===== config.mk =====
export PLATFORM = sky130hd
export DESIGN_NAME = serial_command_decoder
export DESIGN_NICKNAME = d
export VERILOG_FILES = /design/src/rtl/serial_command_decoder.sv
export SDC_FILE = /design/constraint.sdc
export NUM_CORES = 1
export LEC_CHECK = 0
export ABC_AREA = 1
export ABC_CLOCK_PERIOD_IN_PS = 4200
export BUFFER_PORTS_ARGS = -buffer_cell sky130_fd_sc_hd__buf_2
export CORE_ASPECT_RATIO = 1.1
export CORE_MARGIN = 2
export CORE_UTILIZATION = 30
export CTS_CLUSTER_DIAMETER = 30
export DETAILED_ROUTE_END_ITERATION = 6
export PLACE_DENSITY_LB_ADDON = 0.05
export SYNTH_ARGS = -nofsm -noshare
export SYNTH_HDL_FRONTEND = slang
export SYNTH_SLANG_ARGS = --single-unit

===== constraint.sdc =====
create_clock -name clk -period 4.2 [get_ports clk]
set_clock_uncertainty 0.2 [all_clocks]
set_input_delay 0 -clock clk [delete_from_list [all_inputs] [get_ports clk]]
set_output_delay 0 -clock clk [all_outputs]
set_load 0.01 [all_outputs]

===== src/rtl/serial_command_decoder.sv =====
// Pops 4-word packages from the RX queue, verifies the XOR checksum and turns
// WRITE/READ commands into register-bus strobes or a read/response handshake.
module serial_command_decoder #(
    parameter int         WordWidth     = 8,
    parameter int         ErrCountWidth = 8,
    parameter logic [7:0] OpWrite       = 8'h57,
    parameter logic [7:0] OpRead        = 8'h52
) (
    input  logic                     clk,
    input  logic                     rst,
    input  logic [4*WordWidth-1:0]   pkg,
    input  logic                     pkg_void,
    output logic                     pull,
    output logic                     wr_en,
    output logic [WordWidth-1:0]     wr_addr,
    output logic [WordWidth-1:0]     wr_data,
    output logic                     rd_req,
    output logic [WordWidth-1:0]     rd_addr,
    input  logic                     rd_ack,
    input  logic [WordWidth-1:0]     rd_data,
    output logic                     resp_valid,
    output logic [4*WordWidth-1:0]   resp,
    input  logic                     resp_ready,
    output logic [ErrCountWidth-1:0] err_count,
    output logic                     busy
);

    localparam int W = WordWidth;
    localparam logic [W-1:0] OP_WR = W'(OpWrite);
    localparam logic [W-1:0] OP_RD = W'(OpRead);

    typedef enum logic [2:0] {
        IDLE  = 3'd0,
        CHECK = 3'd1,
        WRITE = 3'd2,
        READ  = 3'd3,
        RESP  = 3'd4
    } state_t;

    state_t state;

    logic [4*W-1:0] pkg_p0;
    logic [W-1:0]   w0, w1, w2, w3;

    function automatic logic [W-1:0] xor3(input logic [W-1:0] a,
                                          input logic [W-1:0] b,
                                          input logic [W-1:0] c);
        return a ^ b ^ c;
    endfunction

    function automatic logic [ErrCountWidth-1:0] sat_inc(input logic [ErrCountWidth-1:0] x);
        return (&x) ? x : x + ErrCountWidth'(1);
    endfunction

    assign w0 = pkg_p0[4*W-1:3*W];
    assign w1 = pkg_p0[3*W-1:2*W];
    assign w2 = pkg_p0[2*W-1:W];
    assign w3 = pkg_p0[W-1:0];

    // The pop must coincide with the latch edge, so pull is a decode of the
    // registered state; it is gated by rst so a held reset never drains the queue.
    assign pull = rst && (state == IDLE) && !pkg_void;
    assign busy = (state != IDLE);

    // Stage p0: package capture in the pop cycle (data only, no reset needed)
    always_ff @(posedge clk) begin
        if (state == IDLE && !pkg_void) begin
            pkg_p0 <= pkg;
        end
    end

    always_ff @(posedge clk) begin
        if (!rst) begin
            state      <= IDLE;
            wr_en      <= 1'b0;
            wr_addr    <= '0;
            wr_data    <= '0;
            rd_req     <= 1'b0;
            rd_addr    <= '0;
            resp_valid <= 1'b0;
            resp       <= '0;
            err_count  <= '0;
        end else begin
            wr_en <= 1'b0;
            case (state)
                IDLE: begin
                    if (!pkg_void) begin
                        state <= CHECK;
                    end
                end
                CHECK: begin
                    if (xor3(w0, w1, w2) != w3) begin
                        err_count <= sat_inc(err_count);
                        state     <= IDLE;
                    end else if (w0 == OP_WR) begin
                        wr_en   <= 1'b1;
                        wr_addr <= w1;
                        wr_data <= w2;
                        state   <= WRITE;
                    end else if (w0 == OP_RD) begin
                        rd_req  <= 1'b1;
                        rd_addr <= w1;
                        state   <= READ;
                    end else begin
                        err_count <= sat_inc(err_count);
                        state     <= IDLE;
                    end
                end
                WRITE: begin
                    state <= IDLE;
                end
                READ: begin
                    if (rd_ack) begin
                        rd_req     <= 1'b0;
                        resp       <= {OP_RD, w1, rd_data, xor3(OP_RD, w1, rd_data)};
                        resp_valid <= 1'b1;
                        state      <= RESP;
                    end
                end
                RESP: begin
                    if (resp_ready) begin
                        resp_valid <= 1'b0;
                        state      <= IDLE;
                    end
                end
                default: begin
                    state <= IDLE;
                end
            endcase
        end
    end

endmodule


# Word-level counts from Yosys, hierarchy flattened
# Index checks and enable logic that the tools add are counted.
dict set report totals {
  ramBits 0
  n_memories 0
  ff_bits 95
  out_inout_bits 69
  inputBits 45
  romBits 0
  wordCells 70
  latchBits 0
}
dict set report classes {
  shift 0
  addsub 1
  order_cmp 0
  muxes 20
  mul 0
  div_mod_pow 0
  bitwise 8
  n_reduce_logical 17
  eq_ne 14
}
# cell n
set op_table {}
lappend op_table {{$mux W8} 4}
lappend op_table {{$xor A8 B8 Y8} 3}
lappend op_table {{$eq A8 B7 Y1 const B} 2}
lappend op_table {{$ne A2 B2 Y1 const B} 8}
lappend op_table {{$pmux W3 S4} 1}
lappend op_table {{$reduce_and A3 Y1} 4}
lappend op_table {{$mux W3} 3}
lappend op_table {{$add A8 B1 Y8 const B} 1}
lappend op_table {{$ne A8 B8 Y1} 1}
lappend op_table {{$reduce_and A8 Y1} 1}
lappend op_table {{$mux W1} 7}
lappend op_table {{$mux W2} 3}
lappend op_table {{$reduce_and A5 Y1} 1}
lappend op_table {{$not A1 Y1} 4}
lappend op_table {{$pmux W1 S2} 2}
lappend op_table {{$reduce_and A4 Y1} 1}
lappend op_table {{$reduce_bool A2 Y1} 2}
lappend op_table {{$eq A3 B1 Y1 const B} 1}
lappend op_table {{$eq A3 B2 Y1 const B} 1}
lappend op_table {{$eq A3 B3 Y1 const B} 1}
lappend op_table {{$logic_and A1 B1 Y1} 3}
lappend op_table {{$logic_not A3 Y1} 1}
lappend op_table {{$not A3 Y3} 1}
lappend op_table {{$reduce_bool A3 Y1} 1}
lappend op_table {{other kinds (3)} 3}

# Depth between registers and ports, before layout
# Gate-level depths: netlist of the first run.
dict set report depth {
  depth_word 5
  ltp_mapped 13
  mapped_depth_nobuf 12
}

# Worst setup path before layout of the first run
# OpenSTA, ideal clock, no wires.
dict set report synth_timing {
  kind {register -> register}
  startpoint {register state[1]}
  endpoint {register pkg_p0[0] (enable)}
  setup_slack_ps 1444
  period_less_slack_ps 2756
  t_arrival_ps 2134
  n_path_buf 0
  setup_time_ps 421
  stages_incl_launch_ff 4
  required_ps 3579
  cell_sequence {dfxtp_1 > nor3_1 > inv_1 > nor2_1}
}
dict set report synth_via {
  elab_chain_cells 2
}
# element line
set synth_rtl {}
lappend synth_rtl {{from (decl)} 40} ;# state_t state;
lappend synth_rtl {{from (signal assigned)} 74} ;# state <= IDLE;
lappend synth_rtl {{from (signal assigned)} 88} ;# state <= CHECK;
lappend synth_rtl {{from (signal assigned)} 94} ;# state <= IDLE;
lappend synth_rtl {{$logic_not A3 Y1} 67} ;# if (state == IDLE && !pkg_void) begin
lappend synth_rtl {{$logic_and A1 B1 Y1} 67}
lappend synth_rtl {{to (signal assigned)} 68} ;# pkg_p0 <= pkg;
lappend synth_rtl {{to (decl)} 42} ;# logic [4*W-1:0] pkg_p0;
# No other way between the ends.
# A chain may end at the register's enable or synchronous reset.

# Final worst setup path of the first run
dict set report layout_timing {
  startpoint {register pkg_p0[21]}
  endpoint {register wr_data[6]}
}
dict set report layout_via {
  elab_chain_cells 5
}
# element line
set layout_rtl {}
lappend layout_rtl {{$xor A8 B8 Y8 (2 in series)} 48} ;# return a ^ b ^ c;
lappend layout_rtl {{$ne A8 B8 Y1} 92} ;# if (xor3(w0, w1, w2) != w3) begin
lappend layout_rtl {{$not A1 Y1 (no source line)} --}
lappend layout_rtl {{$reduce_and A3 Y1 (no source line)} --}
lappend layout_rtl {{to (signal assigned)} 98} ;# wr_data <= w2;
lappend layout_rtl {{to (decl)} 16} ;# output logic [WordWidth-1:0] wr_data,
# No other way between the ends.

==> impl_metrics.env, run 1 <==
export IMPL_outcome="completed"
export IMPL_crit_end="wr_data[6]"
export IMPL_rows=45
export IMPL_startpoint="pkg_p0[21]"
export IMPL_r2r_cells=11
export IMPL_crit_path_frequent_cell="nand2_1"
export IMPL_crit_slowest_cell="edfxtp_1"
export IMPL_maxSlewHeadroom_pct=43.89
export IMPL_fmax_mhz=432.3
export IMPL_grt_overflow=0
export IMPL_hold_viol_final=0
export IMPL_tightest_slew_ns=0.8416
export IMPL_insertion_delay_ns=0.35
export IMPL_first_pass_iters=4
export IMPL_worst_setup_path_end_kind="flip-flop"
export IMPL_cts_tree="done"
export IMPL_max_vdd_ir_drop_v=0.0002354
export IMPL_synthTopCellsByArea="dfxtp_1 (30%), edfxtp_1 (23%), nand2_1 (14%)"
export IMPL_cap_violations=0
export IMPL_cts_root_buffer="clkbuf_16"
export IMPL_cts_buffers=9
export IMPL_worstPathArrival_ns=2.40
export IMPL_syn_avg_cell_area_um2=8.029
export IMPL_clock_sinks=95
export IMPL_fp_dieArea_um2=14960
export IMPL_hold_depth=3
export IMPL_critPathMaxFanout=33
export IMPL_synth_top_area_cell="dfxtp_1"
export IMPL_syn_area_um2=4199
export IMPL_io_pins=114
export IMPL_wire_per_inst_um=11.98
export IMPL_grt_pass1_wl_um=16350
export IMPL_dp_hpwl_um=7068
export IMPL_post_cts_buffers=0
export IMPL_wirelength_um=10320
export IMPL_critPathLaunchType="flip-flop"
export IMPL_clk_pin_slew_ns=0.07
export IMPL_critPathTopFamily="simple AND/OR/NAND/NOR gates"
export IMPL_rsz0062_at_grt="false"
export IMPL_area_growth_pct=33.37
export IMPL_slowest_delay_ns=0.52
export IMPL_grt_max_degree=43
export IMPL_cts_hold_buf=43
export IMPL_nNetsFinal=714
export IMPL_synth_top_cell_area_share_pct=30.04
export IMPL_ys_seq_elements=95
export IMPL_grt_pass1_vias=3275
export IMPL_die_h_um=128.1
export IMPL_critPathKind="flip-flop to flip-flop"
export IMPL_antennaDiodeCount=0
export IMPL_final_min_clock_period_ns=2.313
export IMPL_coreArea_um2=13740
export IMPL_setup_viol=0
export IMPL_num_vias=3547
export IMPL_r2r_end="wr_data[6]"
export IMPL_leakagePower_nw=2.800
export IMPL_antenna_left=0
export IMPL_drt_iter0_drc=203
export IMPL_period_share_pct=55.08
export IMPL_slew_viol_final=0
export IMPL_powerDensity_nw_per_um2=358.3
export IMPL_ys_seq_area_share_pct=52.92
export IMPL_die_x_um=116.8
export IMPL_antenna_found_initial=0
export IMPL_tns_ns=0
export IMPL_grt_use_total_pct=14.50
export IMPL_ys_types=30
export IMPL_gp_congestion=0.7297
export IMPL_crit_required_ns=4.28
export IMPL_htreeDepth=3
export IMPL_cp_cell_sequence="nor2_1 -> inv_1 -> nand2_1 -> nand2_1 -> nand2_1 -> nand2_1 -> nor2_4 -> nand4_4 -> nand2_1 -> nand2_1 -> nor2_1"
export IMPL_io_buffers=108
export IMPL_clk_path_buf_depth=2
export IMPL_ctsResizeCount=0
export IMPL_p_total_mw=2.006
export IMPL_cp_num_cells=11
export IMPL_drive_above_1_share_pct=21.10
export IMPL_path_buf_inv=1
export IMPL_drc=0
export IMPL_r2r_start="pkg_p0[21]"
export IMPL_yosys_warnings=0
export IMPL_rrSetupSlack_ns=1.89
export IMPL_synth_cells=523
export IMPL_hold_class="input port to flip-flop"
export IMPL_start_util_pct=30.56
export IMPL_viasPerCell=4.120
[where the power goes]
group | leakage, nW | total, mW | switching (mW) | internal, mW
Clock | 0.157 | 0.848 | 0.356 | 0.492
Combinational | 1.83 | 0.157 | 0.0841 | 0.0727
Sequential | 0.815 | 1.00 | 0.0248 | 0.977
[sequential cells by signal, indices dropped and copies added (netlist names), 3 cells and up]
name       flops
state          3
wr_data        8
err_count      8
rd_addr        8
pkg_p0        32
resp          25
wr_addr        8
[per-stage QoR]
step | setup slack, ns | util (%) | cell area, um2 | std cells | hold WS (ns)
6_report | 1.887 | 40.77 | 5600 | 861 | 0.07087
2_1_floorplan | 1.444 | - | 4214 | 527 | -0.1456
3_3_place_gp | 1.884 | 35.36 | 4857 | 802 | -0.02337
5_1_grt | 1.586 | 40.77 | 5600 | 861 | 0.1170
4_1_cts | 1.843 | 40.77 | 5600 | 861 | 0.07011
3_5_place_dp | 1.880 | 35.36 | 4857 | 802 | -0.02192
[cell usage after synthesis]
library cell,n
nand2_1,152
clkbuf_1,8
xnor2_1,9
inv_1,69
nor2_4,1
nor2_1,77
nor3_1,5
a21oi_1,30
nand4_1,4
xor2_1,7
nand2_2,4
dfxtp_1,63
o21a_1,5
buf_4,8
conb_1,1
nand4_4,2
ha_1,1
nand3_4,1
buf_2,3
o21ai_0,13
inv_2,4
nor2_8,1
or2_2,1
buf_6,4
or2_1,1
a31oi_2,1
nor3_4,1
nand3_1,14
edfxtp_1,32
a31oi_1,1
[layout by cell type, fill, tap and decap left out, types with 2 or more instances in the layout]
master	instances
nor3_1	5
inv_2	4
xnor2_1	9
clkbuf_16	11
o21a_1	5
nand2_1	152
buf_2	108
conb_1	5
a21oi_1	30
nand4_1	4
dlygate4sd3_1	43
xor2_1	7
nand4_4	2
nand3_1	14
nor2_1	76
o21ai_0	13
buf_4	2
nand2_2	4
inv_1	69
dfxtp_1	63
edfxtp_1	32
[cell families after synthesis]
| family | share of synthesized area (%) |
|---|---|
| XOR/XNOR | 3.337 |
| adder cells (fa/ha/maj) | 0.2979 |
| other | 0.08931 |
| flip-flops | 52.92 |
| AO/OA/AOI/OAI | 6.466 |
| buffers and inverters | 10.10 |
| AND/OR/NAND/NOR | 26.79 |
[worst reg2reg max path, cell delays in order, from the launching register on]
cell and delay, ns:
edfxtp_1 0.52, nor2_1 0.19, inv_1 0.06, nand2_1 0.05
nand2_1 0.05, nand2_1 0.06, nand2_1 0.09, nor2_4 0.24
nand4_4 0.43, nand2_1 0.21, nand2_1 0.06, nor2_1 0.10
[layer usage]
metal | vias up | wire [um] | global-route usage, %
li1 | 1889 | - | -
met1 | 1552 | 5070 | 19.57
met2 | 94 | 4518 | 22.27
met3 | 12 | 511 | 2.742
met4 | 0 | 214 | 6.851
met5 | - | 0 | 0
[worst min-delay path by stage]
stage | startpoint | slack (ns) | to
floorplan | pkg_void | -0.15 | pull
global placement | pkg[11] | -0.02 | pkg_p0[11]
detailed placement | pkg[3] | -0.02 | pkg_p0[3]
CTS | rst | 0.07 | wr_addr[1]
global route | rst | 0.12 | rd_addr[6]
finish | rst | 0.07 | rd_addr[3]
[area by class of cell]
| type | instances | area [um2] |
|---|---|---|
| clock buffer | 13 | 292.8 |
| clock inverter | 3 | 20.02 |
| fill | 1448 | 8138 |
| inverter | 73 | 274.0 |
| multi-input combinational | 336 | 1570 |
| sequential | 95 | 2222 |
| tap | 188 | 235.2 |
| timing repair buffer | 153 | 985.9 |
Note: power is estimated with default switching activity, not from simulation.
==> inputs of run 2 (changes only) <==
--- a/config.mk
+++ b/config.mk
@@ -5,8 +5,8 @@
 export SDC_FILE = /design/constraint.sdc
 export NUM_CORES = 1
 export LEC_CHECK = 0
-export ABC_AREA = 1
-export ABC_CLOCK_PERIOD_IN_PS = 4200
+export ABC_AREA = 0
+export ABC_CLOCK_PERIOD_IN_PS = 2000
 export BUFFER_PORTS_ARGS = -buffer_cell sky130_fd_sc_hd__buf_2
 export CORE_ASPECT_RATIO = 1.1
 export CORE_MARGIN = 2
==> constraint.sdc (replaced) <==
create_clock -name clk -period 2 [get_ports clk]
set_clock_uncertainty 0.2 [all_clocks]
set_input_delay 0 -clock clk [delete_from_list [all_inputs] [get_ports clk]]
set_output_delay 0 -clock clk [all_outputs]
set_load 0.01 [all_outputs]
==> run 2 against run 1 <==
The run now ends with setup timing left; critical path depth fell by 4; hold slack improved by 0.093 ns; core utilization rose by 4.2 points; power rose by 110%; die area fell by 7.3%; non-clock buffer count rose by 36; largest power group unchanged.
==> impl_metrics.env, run 2 <==
export IMPL_outcome="complete, but fails checks"
export IMPL_violations="setup timing"
export IMPL_slew_viol_final=0
export IMPL_synth_top_cell_area_share_pct=32.50
export IMPL_synthTopCellsByArea="dfxtp_1 (32%), edfxtp_1 (25%), mux2i_1 (7.2%)"
export IMPL_die_h_um=123.3
export IMPL_setup_viol=29
export IMPL_area_growth_pct=46.45
export IMPL_powerDensity_nw_per_um2=737.9
export IMPL_largestRegisters="pkg_p0 (32), resp (25)"
export IMPL_io_buffers=108
export IMPL_antenna_left=0
export IMPL_ys_types=40
export IMPL_cts_tree="done"
export IMPL_antenna_found_initial=0
export IMPL_grt_max_degree=50
export IMPL_drive_above_1_share_pct=33.40
export IMPL_grt_pass1_wl_um=15050
export IMPL_worst_setup_path_end_kind="flip-flop"
export IMPL_critPathLaunchType="flip-flop"
export IMPL_coreArea_um2=12640
export IMPL_final_common_cell="buf_2"
export IMPL_synth_flop_cell="dfxtp_1"
export IMPL_insertion_delay_ns=0.34
export IMPL_clk_pin_slew_ns=0.06
export IMPL_syn_area_um2=3881
export IMPL_post_route_util_pct=44.96
export IMPL_syn_avg_cell_area_um2=11.25
export IMPL_max_vdd_ir_drop_v=0.0005428
export IMPL_fp_dieArea_um2=13860
export IMPL_io_pins=114
export IMPL_layout_cells_non_filler=687
export IMPL_critPathMaxFanout=9
export IMPL_largest_register_ffs=32
export IMPL_nNetsFinal=571
export IMPL_drc=0
export IMPL_num_vias=3007
export IMPL_synth_common_cells="dfxtp_1 (63), nand2_1 (53), edfxtp_1 (32)"
export IMPL_period_share_pct=103.6
export IMPL_leakagePower_nw=2.369
export IMPL_ys_seq_area_share_pct=57.25
export IMPL_dp_hpwl_um=6613
export IMPL_grt_use_total_pct=14.35
export IMPL_ys_seq_elements=95
export IMPL_htreeDepth=3
export IMPL_antennaDiodeCount=0
export IMPL_pre_cts_ws_ns=-0.1649
export IMPL_gp_congestion=0.7510
export IMPL_rsz0062_at_grt="true"
export IMPL_grt_pass1_vias=3004
export IMPL_wire_per_inst_um=14.12
export IMPL_grt_overflow=0
export IMPL_worst_slack_ns=-0.07231
export IMPL_drt_iter0_drc=98
export IMPL_die_x_um=112.5
export IMPL_timing_hold_ws_ns=0.1637
export IMPL_worstPathArrival_ns=2.11
export IMPL_fmax_mhz=482.6
export IMPL_viasPerCell=4.377
export IMPL_start_util_pct=30.70
export IMPL_final_cell_mix="buf_2 (109), dfxtp_1 (63), nand2_1 (53), dlygate4sd3_1 (44), edfxtp_1 (32)"
export IMPL_synth_top_area_cell="dfxtp_1"
export IMPL_top_register="pkg_p0"
export IMPL_place_inst=623
export IMPL_hold_viol_final=0
export IMPL_cts_root_buffer="clkbuf_16"
export IMPL_crit_required_ns=2.03
export IMPL_synth_most_common_cell="dfxtp_1"
export IMPL_clk_path_buf_depth=2
export IMPL_hold_class="input port to flip-flop"
export IMPL_cap_violations=0
export IMPL_rows=43
export IMPL_maxSlewHeadroom_pct=58.03
export IMPL_final_min_clock_period_ns=2.072
export IMPL_first_pass_iters=4
export IMPL_synth_cells=345
export IMPL_wirelength_um=9699
export IMPL_yosys_warnings=0
export IMPL_postSynth_asyncResetShare_pct=0
export IMPL_clock_sinks=95
export IMPL_critPathKind="flip-flop to flip-flop"
export IMPL_tightest_slew_ns=0.6208
export IMPL_synth_edf_count=32
export IMPL_cts_buffers=9
-- run 2: cell types whose count changed in the layout (fill, tap and decap cells not counted), moves of 19 or more --
cell      change
nor2b_1      +26
mux2i_1      +28
a21boi_0     +19
nor2_1       -72
inv_1        -68
nand2_1      -99
buf_4        +26
a21oi_1      -29
-- run 2: timing repair --
| action | in CTS | in global routing |
|---|---|---|
| setup buffers | 2 | 0 |
| hold buffers | 44 | 0 |
| endpoints found under the hold margin | 57 | 0 |
| cloned | 2 | 0 |
| endpoints found under the setup margin | 35 | 52 |
| pin swaps | 14 | 1 |
| resized for setup | 19 | 1 |
-- run 2: layer usage --
layer | global-route usage [%] | wire, um
met5 | 0 | 0
met4 | 6.784 | 193
met3 | 3.676 | 505
met1 | 17.84 | 4524
met2 | 23.49 | 4475
-- run 2: logic make-up (layout without fill, tap and decap cells) --
group           count (synthesis)  count (layout)  share of synthesized area, %
simple gates                  122             122                         16.51
mux                            28              28                         7.221
buf+inv                        25             206                         3.353
fa+ha+maj                       1               1                        0.3223
other cells                     1               5                       0.09662
xor+xnor                       32              32                         7.221
compound gates                 41              41                         8.027
flops                          95              95                         57.25
-- run 2: final timing paths --
check	slack [ns]	end	start	depth (start not counted)
worst min-delay path	0.16	pkg_p0[16]	pkg[16]	2
worst min register to register	0.26	resp[1]	resp[1]	2
worst max register to register	-0.07	wr_data[4]	pkg_p0[29]	7
worst max-delay path	-0.07	wr_data[4]	pkg_p0[29]	7
-- run 2: where the power goes --
group	total, mW	internal (mW)	leakage [nW]	switching [mW]
combinational	0.415	0.233	1.41	0.182
sequential	2.08	2.05	0.815	0.0341
clock	1.70	0.991	0.144	0.704
-- run 2: worst max-delay path: stages (launching register included) --
cell and delay (ns):
edfxtp_1 0.44, nor4b_2 0.28, and3_4 0.27, nand3_4 0.08
nor3_4 0.24, buf_6 0.19, mux2i_1 0.21, nor2b_1 0.06
-- run 2: final cells by class --
class                      instances  area [um2]
inverter                           1       3.754
clock inverter                     5       47.55
sequential                        95        2222
clock buffer                      11       242.7
fill                            1199        6959
tap                              157       196.4
multi-input combinational        229        1638
timing repair buffer             189        1334
-- run 2: stage by stage --
stage / setup TNS, ns / cell area [um2] / power [mW]
floorplan: -1.218 / 3909 / 2.304
finish: -1.473 / 5684 / 4.195
CTS: -1.836 / 5679 / 4.279
global placement: -2.547 / 4810 / 2.448
detailed placement: -3.391 / 4810 / 2.449
global route: -5.687 / 5684 / 4.374
